File: src/rtl/mem_arbiter.sv
// Two-port (instruction fetch / data) arbiter onto a single memory port.
// Round-robin on ties, zero-wait completion, lock-in while memory stalls.
module mem_arbiter #(
    parameter int CNT_W = 16
) (
    input  logic             clk,
    input  logic             rst,
    input  logic             i_req,
    input  logic [31:0]      i_addr,
    output logic             i_done,
    output logic             i_stall,
    output logic             i_err,
    output logic [31:0]      i_rdata,
    input  logic             d_req,
    input  logic             d_wr,
    input  logic [31:0]      d_addr,
    input  logic [31:0]      d_wdata,
    output logic             d_done,
    output logic             d_stall,
    output logic             d_err,
    output logic [31:0]      d_rdata,
    output logic             mem_Rd,
    output logic             mem_Wr,
    output logic [31:0]      mem_Addr,
    output logic [31:0]      mem_DataIn,
    input  logic [31:0]      mem_DataOut,
    input  logic             mem_Done,
    input  logic             mem_Stall,
    input  logic             mem_err,
    output logic [CNT_W-1:0] conflict_cnt
);

    typedef enum logic [1:0] {IDLE, BUSY_I, BUSY_D} state_t;

    state_t state, state_next;
    logic   last_d, last_d_next;
    logic   sel_i, sel_d;
    logic   gnt_i, gnt_d;
    logic   lose;

    function automatic logic [CNT_W-1:0] sat_inc(input logic [CNT_W-1:0] v);
        sat_inc = (&v) ? v : v + {{(CNT_W-1){1'b0}}, 1'b1};
    endfunction

    // Winner selection: round-robin only when idle, locked while busy.
    always_comb begin
        sel_i = 1'b0;
        sel_d = 1'b0;
        case (state)
            IDLE: begin
                if (i_req && d_req) begin
                    sel_d = !last_d;
                    sel_i = last_d;
                end else begin
                    sel_i = i_req;
                    sel_d = d_req;
                end
            end
            BUSY_I:  sel_i = i_req;
            BUSY_D:  sel_d = d_req;
            default: ;
        endcase
    end

    // Reset gates every combinational output so it drops asynchronously.
    assign gnt_i = rst & sel_i;
    assign gnt_d = rst & sel_d;
    assign lose  = (i_req & ~sel_i) | (d_req & ~sel_d);

    always_comb begin
        state_next  = state;
        last_d_next = last_d;
        case (state)
            IDLE: begin
                if (sel_i || sel_d) begin
                    last_d_next = sel_d;
                    if (!mem_Done) state_next = sel_d ? BUSY_D : BUSY_I;
                end
            end
            BUSY_I:  if (!i_req || mem_Done) state_next = IDLE;
            BUSY_D:  if (!d_req || mem_Done) state_next = IDLE;
            default: state_next = IDLE;
        endcase
    end

    always_comb begin
        mem_Rd     = gnt_i | (gnt_d & ~d_wr);
        mem_Wr     = gnt_d & d_wr;
        mem_Addr   = '0;
        mem_DataIn = '0;
        if (gnt_d) begin
            mem_Addr   = d_addr;
            mem_DataIn = d_wdata;
        end else if (gnt_i) begin
            mem_Addr   = i_addr;
        end
        i_done  = gnt_i & mem_Done;
        d_done  = gnt_d & mem_Done;
        i_err   = i_done & mem_err;
        d_err   = d_done & mem_err;
        i_rdata = i_done ? mem_DataOut : '0;
        d_rdata = d_done ? mem_DataOut : '0;
        i_stall = rst & ((gnt_i & mem_Stall & ~mem_Done) | (i_req & ~sel_i));
        d_stall = rst & ((gnt_d & mem_Stall & ~mem_Done) | (d_req & ~sel_d));
    end

    always_ff @(posedge clk or negedge rst) begin
        if (!rst) begin
            state        <= IDLE;
            last_d       <= 1'b0;
            conflict_cnt <= '0;
        end else begin
            state        <= state_next;
            last_d       <= last_d_next;
            conflict_cnt <= lose ? sat_inc(conflict_cnt) : conflict_cnt;
        end
    end

endmodule

File: config.mk
export PLATFORM = sky130hd
export DESIGN_NAME = mem_arbiter
export DESIGN_NICKNAME = d
export VERILOG_FILES = /design/src/rtl/mem_arbiter.sv
export SDC_FILE = /design/constraint.sdc
export NUM_CORES = 1
export LEC_CHECK = 0
export CAP_MARGIN = 20
export CORE_AREA = 2 2 111 113
export DETAILED_ROUTE_END_ITERATION = 7
export DIE_AREA = 0 0 113 115
export PLACE_DENSITY_LB_ADDON = 0.3
export RECOVER_POWER = 25
export SLEW_MARGIN = 40
export SYNTH_ARGS = -nofsm -noshare
export SYNTH_HDL_FRONTEND = slang
export SYNTH_SLANG_ARGS = --single-unit
File: constraint.sdc
create_clock -name clk -period 4.92 [get_ports clk]
set_input_delay 0.984 -clock clk [delete_from_list [all_inputs] [get_ports clk]]
set_output_delay 0.984 -clock clk [all_outputs]
set_load 0.02 [all_outputs]
==> flow_summary_export.csv <==
group,metric,value,unit
logic_synthesis,synth_cells,256,
min_path,whs_path_depth,1,
placed_design,dp_hpwl,9261,um
routing,drt_pass1_iterations,6,
pwr,peakVddDrop,210.2,uV
cells_and_area,final_cell_mix,"270 x clkdlybuf4s50_1, 67 x and3_1, 35 x and2_1, 32 x a22o_1, 19 x dfrtp_1",
routing,routed_wl,11430,um
die,start_util,17.60,%
cells_and_area,nFillCells,1174,
cells_and_area,syn2layout_area_growth,145.5,%
cells_and_area,diodes,0,
clock_network,clock-root-buffer,"clkbuf_16",
routing,vias,2989,
routing,vias_per_cell,4.448,
global_routing,grt_antenna_before_repair,0,
die,die_y,115,um
setup_path,critical_path_depth,5,
clock_network,hold_buffers,0,
setup_path,cp_num_buf_inv,2,
cells_and_area,final-instance-count-excl-fill,672,
routing,ant_nets,0,
placed_design,io_buffers,287,
setup_path,critPathMaxStageDelay,0.68,ns
sta,setup_viol,0,
sta,tightest_slew,1.786,ns
logic_synthesis,async_reset_ff_share,100.0,%
global_routing,grt_remaining_overflow,0,
cells_and_area,final_area,5102,um^2
global_routing,grt_pass1_wl,16270,um
clock_network,cts_resized,0,
cells_and_area,drive_gt1_share,3.810,%
global_routing,grt_use_total,15.45,%
die,rows,40,
routing,wire_per_inst,17.01,um
setup_path,cp.required,3.94,ns
sta,min_period,4.515,ns
setup_path,worstRegToRegCells,3,
routing,drtIter0Drc,209,
clock_network,worstSkewPairLatency,0.25,ns
global_routing,grt_max_degree,68,
setup_path,endpoint_kind,"output port",
logic_synthesis,synth_edf_count,0,
clock_network,cts.htree.levels,1,
global_routing,grt_pass1_vias,2879,
die,die_x,113,um
setup_path,critical_path.most_common_cell,"clkdlybuf4s50_1",
sta,maxSlewHeadroom,-20.35,%
clock_network,cts_buffer_depth,2,
setup_path,cp_max_fo,67,
clock_network,cts_tree,"built",
setup_path,critical_path_class,"in2out",
logic_synthesis,synth_warnings,0,
clock_network,postCtsSetupBuffers,0,
sta,hold_slack,0.4854,ns
setup_path,path_delay_family,"buffers and inverters",
logic_synthesis,yosys_most_used_dff,"dfrtp_1",
placed_design,dpl-instance-area,5036,um^2
cells_and_area,layout_commonest_cell,"clkdlybuf4s50_1",
setup_path,cp_slowest_cell,"and3_4",
sta,finalCritPeriodShare,91.78,%
logic_synthesis,syn_area,2078,um^2
pwr,total_leakage_power,2.226,nW
logic_synthesis,synth_seq_cells,19,
flow_run,max_cap_viol_count,1,
cells_and_area,nets,663,
clock_network,clk_pin_slew,0.06,ns
setup_path,path_cells,"clkdlybuf4s50_1 > nor2b_1 > and3_4 > a22o_1 > clkdlybuf4s50_1",
sta,finClkSkew,0.006883,ns
die,coreArea,11810,um^2
sta,clock.fmax,221.5,MHz
die,dieArea,13000,um^2
placed_design,dp_slack,0.6084,ns
pwr,power.density,192.2,nW/um^2
sta,fin_setup_tns,0,ns
logic_synthesis,syn_area_per_cell,8.118,um^2
sta,slew_violations,16,
run_status,status,"finished, violations left",
sta,layout_setup_ws,0.4046,ns
clock_network,cts_buffers,3,
routing,drcViolationCount,20,
logic_synthesis,synth_cell_type_count,41,
sta,finalHoldViolCount,0,
setup_path,cp.arrival,3.53,ns
sta,rsz0062_at_grt,"no",
logic_synthesis,yosysSeqAreaShare,22.88,%
logic_synthesis,syn-num-nets,393,
clock_network,clock_sinks,19,
placed_design,dp_cells,667,
die,ios,288,
run_status,violations,"design-rule violations, max-capacitance violations, max-slew violations",
min_path,hold_path.class,"reg2reg",
setup_path,start_kind,"primary input",
placed_design,gp_congestion,0.8101,
routing by layer:
layer | routed length (um) | part of all wire (%) | vias up | track usage, %
met5 | 0 | 0 | - | 0
met4 | 242 | 2.1 | 0 | 3.252
met3 | 1212 | 11 | 16 | 5.061
met2 | 5493 | 48 | 162 | 26.35
met1 | 4482 | 39 | 1347 | 19.15
li1 | - | - | 1464 | -
worst paths after layout:
check                                       from                to  slack (ns)
worst max-delay path                       i_req      mem_Addr[29]        0.40
worst min-delay path            conflict_cnt[15]  conflict_cnt[15]        0.49
worst max register to register          state[0]   conflict_cnt[1]        2.46
worst min register to register  conflict_cnt[15]  conflict_cnt[15]        0.49
max in group asynchronous                    rst   conflict_cnt[5]        3.43
min in group asynchronous                    rst   conflict_cnt[6]        0.70
through the flow:
step	util [%]	total power, W
floorplan	-	0.0004982
global placement	42.64	0.0008236
detailed placement	42.64	0.0008268
CTS	43.34	0.001002
global route	43.20	0.001035
finish	43.20	0.0009807
area by class of cell:
| type | count | area, um^2 | share of cell area, % |
|---|---|---|---|
| Clock buffer | 3 | 75.07 | 1.471 |
| Timing Repair Buffer | 293 | 2912 | 57.06 |
| Tap cell | 147 | 183.9 | 3.605 |
| Sequential cell | 19 | 475.5 | 9.318 |
| Clock inverter | 1 | 7.507 | 0.1471 |
| Inverter | 3 | 11.26 | 0.2207 |
| Multi-Input combinational cell | 206 | 1438 | 28.18 |
logic make-up after synthesis:
family                     Yosys count  synth area share, %
xor gates and xnor gates            15                6.322
AOI/OAI and AO/OA                   40                16.13
muxes                                1               0.5418
and+or+nand+nor                    149                46.66
DFF                                 19                22.88
buffers and inverters               31                6.863
adders and majority gates            1               0.6020
worst reg2reg max path, stage by stage (launching register included):
cell     delay [ns]
dfrtp_1        0.41
o21ai_0        1.37
nor2_1         0.23
mux2_2         0.35
flip-flops by register name, indices dropped and copies added (netlist names):
| name | flops |
|---|---|
| conflict_cnt | 16 |
| last_d | 1 |
| state | 2 |
Yosys cell counts (2+ instances only):
cell type	number	area, um^2
nor2b_1	2	12.51
a22o_1	32	280.3
clkbuf_2	2	10.01
dfrtp_1	19	475.5
a21o_1	2	15.01
buf_2	10	50.05
clkbuf_1	14	52.55
nor2_1	4	15.01
and3_1	67	419.2
nor3_1	5	25.02
nor4_1	4	25.02
nor4_4	2	42.54
inv_1	3	11.26
nand3_1	2	10.01
and2_1	35	219.0
or2_2	2	12.51
o21ai_0	2	10.01
nor3b_1	2	15.01
nand2_1	8	30.03
xor2_1	14	122.6
nand4_1	5	31.28
report_power, final:
group	internal (W)	total (W)	switching, W
combinational	0.000302	0.000574	0.000271
clock	0.000110	0.000171	0.0000612
sequential	0.000191	0.000236	0.0000453
Note: power is estimated with default switching activity, not from simulation.
